### src/rtl/inst_fetch_seq_pkg.sv
// Shared types and constants for the instruction fetch sequencer:
// FSM states, branch-condition encodings and the default program bases.
package if_seq_pkg;

  typedef enum logic [1:0] {
    IDLE   = 2'd0,
    RUN    = 2'd1,
    HALTED = 2'd2
  } state_t;

  localparam logic [1:0] COND_ALWAYS = 2'd0;
  localparam logic [1:0] COND_EQ     = 2'd1;
  localparam logic [1:0] COND_LT     = 2'd2;
  localparam logic [1:0] COND_GE     = 2'd3;

  localparam int DEF_PC_W      = 10;
  localparam int DEF_NUM_PROGS = 3;

  // Packed so that entry i is PROG_BASE[i]; index 0 is the rightmost element.
  localparam logic [DEF_NUM_PROGS-1:0][DEF_PC_W-1:0] DEF_PROG_BASE =
    {10'd512, 10'd256, 10'd0};

  function automatic logic cond_true(input logic [1:0] sel, input logic eq, input logic lt);
    logic r;
    case (sel)
      COND_EQ: r = eq;
      COND_LT: r = lt;
      COND_GE: r = ~lt;
      default: r = 1'b1;
    endcase
    return r;
  endfunction

endpackage

### src/rtl/inst_fetch_seq_if.sv
// Control/flag inputs and PC/status outputs of the fetch sequencer.
// Handshake: Done is a level held high while halted; the controller acknowledges
// by raising Start, and Done drops on the first edge that samples Start.
interface inst_fetch_seq_if #(
  parameter int PC_W      = 10,
  parameter int NUM_PROGS = 3
);
  localparam int SEL_W = (NUM_PROGS > 1) ? $clog2(NUM_PROGS) : 1;

  logic             Start;
  logic [SEL_W-1:0] ProgSel;
  logic             Stall;
  logic             Halt;
  logic             BranchAbs;
  logic             BranchRelEn;
  logic [1:0]       CondSel;
  logic             ALU_equals;
  logic             ALU_lt;
  logic             Call;
  logic             Ret;
  logic [PC_W-1:0]  Target;
  logic [PC_W-1:0]  ProgCtr;
  logic             Done;
  logic             RasErr;

  modport master (
    output Start, ProgSel, Stall, Halt, BranchAbs, BranchRelEn, CondSel,
           ALU_equals, ALU_lt, Call, Ret, Target,
    input  ProgCtr, Done, RasErr
  );

  modport slave (
    input  Start, ProgSel, Stall, Halt, BranchAbs, BranchRelEn, CondSel,
           ALU_equals, ALU_lt, Call, Ret, Target,
    output ProgCtr, Done, RasErr
  );
endinterface

### src/rtl/inst_fetch_seq_ras_stack.sv
// Circular return-address LIFO: pushing when full overwrites the oldest entry,
// popping when empty leaves the stack untouched; both report a one-cycle pulse.
module ras_stack #(
  parameter int DEPTH = 4,
  parameter int W     = 10
) (
  input  logic         clk,
  input  logic         rst,
  input  logic         clear,
  input  logic         push,
  input  logic         pop,
  input  logic [W-1:0] push_data,
  output logic [W-1:0] top,
  output logic         empty,
  output logic         overflow,
  output logic         underflow
);
  localparam int PW = $clog2(DEPTH);

  logic [W-1:0] mem [DEPTH];
  logic [PW-1:0] wp;
  logic [PW:0]   cnt;
  logic          full;

  assign full      = (cnt == (PW+1)'(DEPTH));
  assign empty     = (cnt == '0);
  assign top       = mem[wp - PW'(1)];
  assign overflow  = push & ~pop & full;
  assign underflow = pop & empty;

  // Pop has priority when both are requested.
  always_ff @(posedge clk) begin
    if (rst || clear) begin
      wp  <= '0;
      cnt <= '0;
    end else if (pop) begin
      if (!empty) begin
        wp  <= wp - PW'(1);
        cnt <= cnt - (PW+1)'(1);
      end
    end else if (push) begin
      wp <= wp + PW'(1);
      if (!full) cnt <= cnt + (PW+1)'(1);
    end
  end

  always_ff @(posedge clk) begin
    if (push && !pop && !rst && !clear) mem[wp] <= push_data;
  end

endmodule

### src/rtl/inst_fetch_seq.sv
// Program counter and sequencing FSM: program launch, relative/absolute
// branches, call/return through ras_stack, stall and halt.
module inst_fetch_seq
  import if_seq_pkg::*;
#(
  parameter int PC_W      = 10,
  parameter int RAS_DEPTH = 4,
  parameter int NUM_PROGS = 3,
  parameter logic [NUM_PROGS-1:0][PC_W-1:0] PROG_BASE = DEF_PROG_BASE
) (
  input  logic               Clk,
  input  logic               Reset,
  inst_fetch_seq_if.slave    bus,
  output state_t             dbg_state
);
  state_t          state, state_n;
  logic [PC_W-1:0] pc, pc_n, pc_inc, base_pc;
  logic            start_q;
  logic            ras_err;
  logic            push, pop, clear;
  logic [PC_W-1:0] ras_top;
  logic            ras_empty, ras_ovf, ras_unf;

  assign pc_inc = pc + PC_W'(1);

  // Out-of-range ProgSel falls back to address 0.
  always_comb begin
    base_pc = '0;
    for (int i = 0; i < NUM_PROGS; i++)
      if (int'(bus.ProgSel) == i) base_pc = PROG_BASE[i];
  end

  always_ff @(posedge Clk) begin
    if (Reset) begin
      state   <= IDLE;
      pc      <= '0;
      start_q <= 1'b0;
    end else begin
      state   <= state_n;
      pc      <= pc_n;
      start_q <= bus.Start;
    end
  end

  always_comb begin
    state_n = state;
    pc_n    = pc;
    push    = 1'b0;
    pop     = 1'b0;
    clear   = 1'b0;
    if (bus.Start) begin
      state_n = IDLE;
      pc_n    = base_pc;
      clear   = 1'b1;
    end else begin
      case (state)
        // Leave IDLE only on the cycle Start falls; PC already sits at base.
        IDLE: if (start_q) state_n = RUN;
        RUN: begin
          if (bus.Stall) begin
            pc_n = pc;
          end else if (bus.Halt) begin
            state_n = HALTED;
          end else if (bus.Ret) begin
            pop  = 1'b1;
            pc_n = ras_empty ? pc_inc : ras_top;
          end else if (bus.Call) begin
            push = 1'b1;
            pc_n = bus.Target;
          end else if (bus.BranchAbs) begin
            pc_n = bus.Target;
          end else if (bus.BranchRelEn && cond_true(bus.CondSel, bus.ALU_equals, bus.ALU_lt)) begin
            pc_n = pc + bus.Target;
          end else begin
            pc_n = pc_inc;
          end
        end
        HALTED:  pc_n = pc;
        default: state_n = IDLE;
      endcase
    end
  end

  always_ff @(posedge Clk) begin
    if (Reset || bus.Start) ras_err <= 1'b0;
    else if (ras_ovf || ras_unf) ras_err <= 1'b1;
  end

  ras_stack #(.DEPTH(RAS_DEPTH), .W(PC_W)) u_ras (
    .clk       (Clk),
    .rst       (Reset),
    .clear     (clear),
    .push      (push),
    .pop       (pop),
    .push_data (pc_inc),
    .top       (ras_top),
    .empty     (ras_empty),
    .overflow  (ras_ovf),
    .underflow (ras_unf)
  );

  assign bus.ProgCtr = pc;
  assign bus.Done    = (state == HALTED);
  assign bus.RasErr  = ras_err;
  assign dbg_state   = state;

endmodule

### src/flat_wrapper.sv
// flat-port wrapper written by rule: the top's interface ports become plain ports
module inst_fetch_seq_flat import if_seq_pkg::*;
#(
  parameter int PC_W      = 10,
  parameter int RAS_DEPTH = 4,
  parameter int NUM_PROGS = 3,
  parameter logic [NUM_PROGS-1:0][PC_W-1:0] PROG_BASE = DEF_PROG_BASE
)
  (Clk, Reset, dbg_state, bus_Start, bus_ProgSel, bus_Stall, bus_Halt, bus_BranchAbs, bus_BranchRelEn, bus_CondSel, bus_ALU_equals, bus_ALU_lt, bus_Call, bus_Ret, bus_Target, bus_ProgCtr, bus_Done, bus_RasErr);
  inst_fetch_seq_if #(.PC_W(PC_W), .NUM_PROGS(NUM_PROGS)) bus_i ();
  input  logic Clk;
  input  logic Reset;
  output state_t dbg_state;
  input wire logic [$bits(bus_i.Start)-1:0] bus_Start;
  input wire logic [$bits(bus_i.ProgSel)-1:0] bus_ProgSel;
  input wire logic [$bits(bus_i.Stall)-1:0] bus_Stall;
  input wire logic [$bits(bus_i.Halt)-1:0] bus_Halt;
  input wire logic [$bits(bus_i.BranchAbs)-1:0] bus_BranchAbs;
  input wire logic [$bits(bus_i.BranchRelEn)-1:0] bus_BranchRelEn;
  input wire logic [$bits(bus_i.CondSel)-1:0] bus_CondSel;
  input wire logic [$bits(bus_i.ALU_equals)-1:0] bus_ALU_equals;
  input wire logic [$bits(bus_i.ALU_lt)-1:0] bus_ALU_lt;
  input wire logic [$bits(bus_i.Call)-1:0] bus_Call;
  input wire logic [$bits(bus_i.Ret)-1:0] bus_Ret;
  input wire logic [$bits(bus_i.Target)-1:0] bus_Target;
  output wire logic [$bits(bus_i.ProgCtr)-1:0] bus_ProgCtr;
  output wire logic [$bits(bus_i.Done)-1:0] bus_Done;
  output wire logic [$bits(bus_i.RasErr)-1:0] bus_RasErr;
  assign bus_i.Start = bus_Start;
  assign bus_i.ProgSel = bus_ProgSel;
  assign bus_i.Stall = bus_Stall;
  assign bus_i.Halt = bus_Halt;
  assign bus_i.BranchAbs = bus_BranchAbs;
  assign bus_i.BranchRelEn = bus_BranchRelEn;
  assign bus_i.CondSel = bus_CondSel;
  assign bus_i.ALU_equals = bus_ALU_equals;
  assign bus_i.ALU_lt = bus_ALU_lt;
  assign bus_i.Call = bus_Call;
  assign bus_i.Ret = bus_Ret;
  assign bus_i.Target = bus_Target;
  assign bus_ProgCtr = bus_i.ProgCtr;
  assign bus_Done = bus_i.Done;
  assign bus_RasErr = bus_i.RasErr;
  inst_fetch_seq #(.PC_W(PC_W), .RAS_DEPTH(RAS_DEPTH), .NUM_PROGS(NUM_PROGS), .PROG_BASE(PROG_BASE)) u_core (.Clk(Clk), .Reset(Reset), .bus(bus_i), .dbg_state(dbg_state));
endmodule
### config.mk
export PLATFORM = sky130hd
export DESIGN_NAME = inst_fetch_seq_flat
export DESIGN_NICKNAME = d
export VERILOG_FILES = /design/src/rtl/inst_fetch_seq_pkg.sv /design/src/rtl/inst_fetch_seq_if.sv /design/src/rtl/inst_fetch_seq_ras_stack.sv /design/src/rtl/inst_fetch_seq.sv /design/src/flat_wrapper.sv
export SDC_FILE = /design/constraint.sdc
export NUM_CORES = 1
export LEC_CHECK = 0
export CAP_MARGIN = 20
export CORE_ASPECT_RATIO = 0.7
export CORE_MARGIN = 2
export CORE_UTILIZATION = 45
export DETAILED_ROUTE_END_ITERATION = 12
export PLACE_DENSITY = 0.66
export SYNTH_ARGS = -nofsm -noshare
export SYNTH_HDL_FRONTEND = slang
export SYNTH_SLANG_ARGS = --single-unit
### constraint.sdc
create_clock -name Clk -period 4.48 [get_ports Clk]
set_input_delay 0.448 -clock Clk [delete_from_list [all_inputs] [get_ports Clk]]
set_output_delay 0.448 -clock Clk [all_outputs]
set_load 0.01 [all_outputs]
**After elaboration in Yosys (flattened, before gate mapping)**

Memory sizes are Yosys's and may differ from the RTL's.
Cells that the tools add are included.

- $add $sub $neg: 6
- Multipliers: 0
- Bitwise operators: 6
- Reductions and logical operators: 19
- Divide/modulo/power cells: 0
- Muxes and demuxes: 44
- Magnitude comparators: 0
- Shifts and indexed selects: 0
- Equality and inequality tests: 15

Operators by type and width:

| operator | number |
|---|---|
| two-way mux 10 bit | 10 |
| two-way mux 1 bit | 21 |
| two-way mux 2 bit | 6 |
| two-way mux 3 bit | 4 |
| != test 2 bit (second input constant) | 6 |
| adder 10 x 1 -> 10 bit (second input constant) | 1 |
| adder 10 bit | 1 |
| == test 2 bit (second input constant) | 5 |
| two-way mux 9 bit | 1 |
| one-hot mux 2 bit (3 select lines) | 1 |
| AND reduction 3 bit | 2 |
| == test 2 x 1 -> 1 bit (second input constant) | 2 |
| logical AND 1 bit | 4 |
| AND reduction 4 bit | 1 |
| nonzero test 2 bit | 2 |
| adder 3 x 1 -> 3 bit (second input constant) | 1 |
| AND 1 bit | 3 |
| == test 3 bit (second input constant) | 1 |
| zero test 1 bit | 3 |
| zero test 3 bit | 1 |
| logical OR 1 bit | 3 |
| NOT 1 bit | 3 |
| one-hot mux 1 bit (3 select lines) | 1 |
| subtractor 3 x 1 -> 3 bit (second input constant) | 1 |
| 6 further kinds | 6 |

- Word-level logic and storage cells: 97
- Register bits after elaboration: 19
- ROM bits: 0
- Output and inout bits: 14
- Memories: 1
- Latch bits: 0
- Input bits: 25
- Memory bits (writable): 40

Memory list:

| name | words | width | rd ports | clocked after Yosys merged registers in | write ports | RTL line | RTL |
|---|---|---|---|---|---|---|---|
| u_core.u_ras.mem | 4 | 10 | 1 | 0 | 1 | inst_fetch_seq_ras_stack.sv:20 | `logic [W-1:0] mem [DEPTH];` |

**Longest topological paths before layout**

- Depth after elaboration: 18
- Depth in mapped cells: 10
- Gate-level depth less buffers: 9

**By module**

A second synthesis with hierarchy kept.

- Cell total of the unflattened synthesis: 309
- Area total of the unflattened synthesis: 3429.5 um^2

Modules (own cells, without submodules):

| module | seq. area each (um^2) | area an instance (um^2) | cells each | instances |
|---|---|---|---|---|
| ras_stack | 1301.2 | 1863.0 | 99 | 1 |
| inst_fetch_seq | 280.3 | 1566.5 | 210 | 1 |

**Worst setup path after synthesis**

No wires, ideal clock.

- Path kind: flip-flop to flip-flop
- From: reg u_core.u_ras.wp[0]
- To: reg u_core.pc[8] (netlist: u_core.bus.ProgCtr[8])
- Library setup time: 0.131 ns
- Arrival: 2.322 ns
- Data required time: 4.349 ns
- Period minus slack after synthesis: 2.454 ns
- Setup slack: 2.026 ns
- Cell stages (with the launch flop): 10
- Path buffers: 2
- Cells stage by stage: dfxtp_1 buf_2 inv_1 ha_1 clkbuf_1 mux4_2 a311oi_1 o21ai_0 a21oi_1 a221oi_1

- Longest elaborated chain between the ends: 8

Ends and longest elaborated chain:

| element | RTL line | RTL |
|---|---|---|
| from (decl) | inst_fetch_seq_ras_stack.sv:21 | `logic [PW-1:0] wp;` |
| from (signal assigned) | inst_fetch_seq_ras_stack.sv:38 | `wp <= wp - PW'(1);` |
| from (signal assigned) | inst_fetch_seq_ras_stack.sv:42 | `wp <= wp + PW'(1);` |
| subtractor 2 x 1 -> 2 bit | inst_fetch_seq_ras_stack.sv:27 | `assign top = mem[wp - PW'(1)];` |
| memory (4 x 10 bit) | -- |  |
| two-way mux 10 bit | inst_fetch_seq.sv:66 | `pc_n = ras_empty ? pc_inc : ras_top;` |
| two-way mux 10 bit | inst_fetch_seq.sv:64 | `end else if (bus.Ret) begin` |
| two-way mux 10 bit | inst_fetch_seq.sv:62 | `end else if (bus.Halt) begin` |
| two-way mux 10 bit | inst_fetch_seq.sv:60 | `if (bus.Stall) begin` |
| two-way mux 10 bit | inst_fetch_seq.sv:56 | `case (state)` |
| two-way mux 10 bit | inst_fetch_seq.sv:51 | `if (bus.Start) begin` |
| to (signal assigned) | inst_fetch_seq.sv:40 | `pc <= pc_n;` |
| to (decl) | inst_fetch_seq.sv:17 | `logic [PC_W-1:0] pc, pc_n, pc_inc, base_pc;` |

No other way between the ends. The select of a mux whose other input is x is not followed.
A chain may end at the register's enable or synchronous reset.

**Worst setup path in the final report**

- From: reg u_core.u_ras.wp[0]
- To: reg u_core.pc[9] (netlist: u_core.bus.ProgCtr[9])

Same word-level chain as after synthesis.

==> results.yml <==
min_path:
  hold_start: "u_core.bus.RasErr"
  hold_path_class: "reg2reg"
  hold_path_depth: 2
  min_to: "u_core.bus.RasErr"
grt:
  grt_max_degree: 20
  grt_pass1_vias: 2492
  globalRouteOverflowTotal: 0
  grt_pass1_wl_um: 13000
  grt_use_total_pct: 20.7
  antenna_found_initial: 0
timing:
  period_minus_slack_ns: 2.76
  final-hold-violation-count: 0
  fmax_mhz: 362
  drv_slew: 0
  worst_clock_skew_ns: 0.00540
  grt_setup_unrepaired: "no"
  finalHoldWorstSlack_ns: 0.467
  post-route-period-util_pct: 61.7
  tightest_slew_ns: 1.01
  finalWorstSetupSlack_ns: 1.72
  setup-tns-final_ns: 0
  setup_violations: 0
  max_slew_margin_pct: 32.1
clock_tree:
  numCtsBuffers: 9
  clk_path_buf_depth: 2
  cts.clk_slew.worst_paths_ns: 0.07
  postCtsSetupRepairBufs: 0
  cts.sinks: 59
  clk_latency_ns: 0.34
  cts_resized: 0
  h-tree-depth: 3
  clockRootBuffer: "clkbuf_8"
  cts_tree: "yes"
  postCtsHoldBufs: 0
setup_path:
  startpoint_type: "register"
  crit_slowest_cell: "ha_1"
  crit_type: "reg2reg"
  r2r_setup_slack_ns: 1.72
  cp.required_ns: 4.71
  worstPathArrival_ns: 2.99
  crit_path_max_incr_delay_ns: 0.60
  r2r-start: "u_core.u_ras.wp[0]"
  endpoint_kind: "register"
  worstPathCellList: "buf_4 -> inv_1 -> ha_1 -> mux4_2 -> a311oi_1 -> a21oi_1 -> o22ai_1 -> a211oi_1 -> or3_1"
  reg2reg_depth: 9
  timing.rr.end: "u_core.bus.ProgCtr[9]"
  cp_max_fo: 14
power_and_ir_drop:
  ir_drop_mv: 0.149
  power_w: 0.00117
  power.density_nw_per_um2: 289
  p_leak_nw: 1.37
placement:
  port_buffers: 38
  dp_hpwl_um: 5770
  pre_cts_slack_ns: 1.58
  place_area_um2: 3840
  place_congestion: 0.854
floorplan:
  start_util_pct: 46.3
  ios: 39
  num_rows: 26
  die_area_um2: 8210
  die_x_um: 107
  core_area_um2: 7290
  die_h_um: 76.4
yosys:
  synthDistinctLibCells: 54
  synth_cells: 316
  synth_nets: 357
  synthFlopType: "edfxtp_1"
  synth_edf_count: 40
  syn_area_per_cell_um2: 10.7
  ys_ff_latch: 59
  netlist_area_um2: 3370
  yosys_warnings: 0
  async_flop_share_pct: 0
  ys_seq_area_share_pct: 46.9
layout:
  syn_to_final_growth_pct: 20.0
  layout-drive-gt1-share_pct: 11.1
  fin_area_um2: 4050
  nets: 396
  diodes: 0
job:
  drv_cap: 0
routing:
  viasPerCell: 5.69
  drtPass1Iterations: 4
  vias: 2604
  routedWlPerCell_um: 17.3
  wl_um: 7900
  final_antenna_net_count: 0
  drcViolationCount: 0
  drt_iter0_markers: 238
status:
  status: "finished clean"
per-stage QoR:
| stage | instances | util [%] |
|---|---|---|
| 3_3_place_gp | 442 | 52.8 |
| 4_1_cts | 458 | 55.5 |
| 3_5_place_dp | 442 | 52.8 |
| 6_report | 458 | 55.5 |
| 5_1_grt | 458 | 55.5 |
| 2_1_floorplan | 316 | - |
cells in the mapped netlist (all sizes together), types with 2 or more instances:
| cell | instances | share of area, % |
|---|---|---|
| o221ai | 2 | 0.52 |
| nor3 | 6 | 0.89 |
| a221oi | 3 | 0.78 |
| a311oi | 3 | 0.78 |
| nand3 | 6 | 0.89 |
| buf | 4 | 0.82 |
| a21oi | 22 | 3.7 |
| clkbuf | 10 | 1.1 |
| fa | 2 | 1.2 |
| a211oi | 4 | 0.89 |
| xnor2 | 13 | 3.4 |
| and4 | 4 | 1.0 |
| mux4 | 10 | 6.7 |
| o2111ai | 3 | 0.78 |
| a31oi | 5 | 0.93 |
| mux2i | 2 | 0.59 |
| ha | 14 | 5.2 |
| nor2 | 31 | 3.5 |
| o22ai | 4 | 0.74 |
| o211ai | 5 | 1.1 |
| edfxtp | 40 | 36 |
| or3 | 4 | 0.89 |
| nor2b | 7 | 1.3 |
| nand2 | 31 | 3.5 |
| nand2b | 2 | 0.37 |
| xor2 | 9 | 2.3 |
| inv | 14 | 1.6 |
| o21ai | 13 | 1.9 |
| or2 | 4 | 0.74 |
| a2111oi | 3 | 0.78 |
| o21a | 2 | 0.45 |
| dfxtp | 19 | 11 |
power breakdown:
part / switching, W / total, W / internal [W]
Clock: 0.000226 / 0.000486 / 0.000260
Combinational: 0.0000542 / 0.000102 / 0.0000475
Sequential: 0.00000313 / 0.000582 / 0.000579
Total: 0.000283 / 0.00117 / 0.000887
cell families after synthesis:
group / count (synthesis) / synth area share (%)
DFF: 59 / 46.9
xor gates and xnor gates: 22 / 5.72
and+or+nand+nor: 102 / 14.8
buffers and inverters: 28 / 3.49
muxes: 12 / 7.28
AOI/OAI and AO/OA: 77 / 15.4
adders and majority gates: 16 / 6.38
worst max-delay path, delay by kind of cell (launching register included):
family,cells,cell delay [ns]
multiplexers,1,0.37
buffers and inverters,2,0.36
AO/OA/AOI/OAI,4,0.65
flip-flops,1,0.31
AND/OR/NAND/NOR,1,0.35
adder cells (fa/ha/maj),1,0.60
flip-flops by register name (all words and copies together), names as in the netlist:
| name | flops |
|---|---|
| u_core.u_ras.cnt | 3 |
| u_core.dbg_state | 2 |
| u_core.u_ras.wp | 2 |
| u_core.start_q | 1 |
| u_core.bus.ProgCtr | 10 |
| u_core.u_ras.mem | 40 |
| u_core.bus.RasErr | 1 |
layout make-up:
class                   count  area (µm²)
fillers                   670        3240
multi-input cells         229        1680
flip-flops and latches     59        1580
repair buffers             42         410
clock buffers               9         124
well taps                  98         123
clock inverters             7        76.3
inverters                  14        52.6
cells in the final DEF (no fill, tap or decap), types with 3 or more instances in the layout:
cell and instances:
or2_2 4, ha_1 14, o211ai_1 5, dfxtp_1 19, a31oi_1 5, and4_1 4, clkdlybuf4s50_1 38, nor2_1 31
a211oi_1 4, xor2_1 9, o22ai_1 4, a21oi_1 20, or3_1 3, a311oi_1 3, clkbuf_8 9, nand3_1 6
xnor2_1 13, buf_4 4, o2111ai_1 3, a221oi_1 3, nor3_1 6, edfxtp_1 40, inv_1 14, o21ai_0 13
nand2_1 30, mux4_2 10, a2111oi_0 3, nor2b_1 7
how the worst max path moves through the flow:
stage / startpoint / cells past startpoint / end / slack (ns)
after floorplan: u_core.u_ras.wp[0] / 9 / u_core.bus.ProgCtr[8] / 2.03
after global placement: bus_Target[3] / 8 / u_core.bus.ProgCtr[9] / 1.62
after detailed placement: bus_Target[3] / 8 / u_core.bus.ProgCtr[9] / 1.58
after CTS: u_core.u_ras.wp[0] / 9 / u_core.bus.ProgCtr[9] / 1.70
after global routing: u_core.u_ras.wp[0] / 9 / u_core.bus.ProgCtr[9] / 1.47
final: u_core.u_ras.wp[0] / 9 / u_core.bus.ProgCtr[9] / 1.72
metal layers:
layer	routed length, µm	track usage [%]	up-vias
li1	-	-	1261
met1	3880	30.3	1258
met2	3420	29.8	79
met3	557	6.76	6
met4	52	4.62	0
met5	0	0	-
Power figures use the tool's default switching activity.
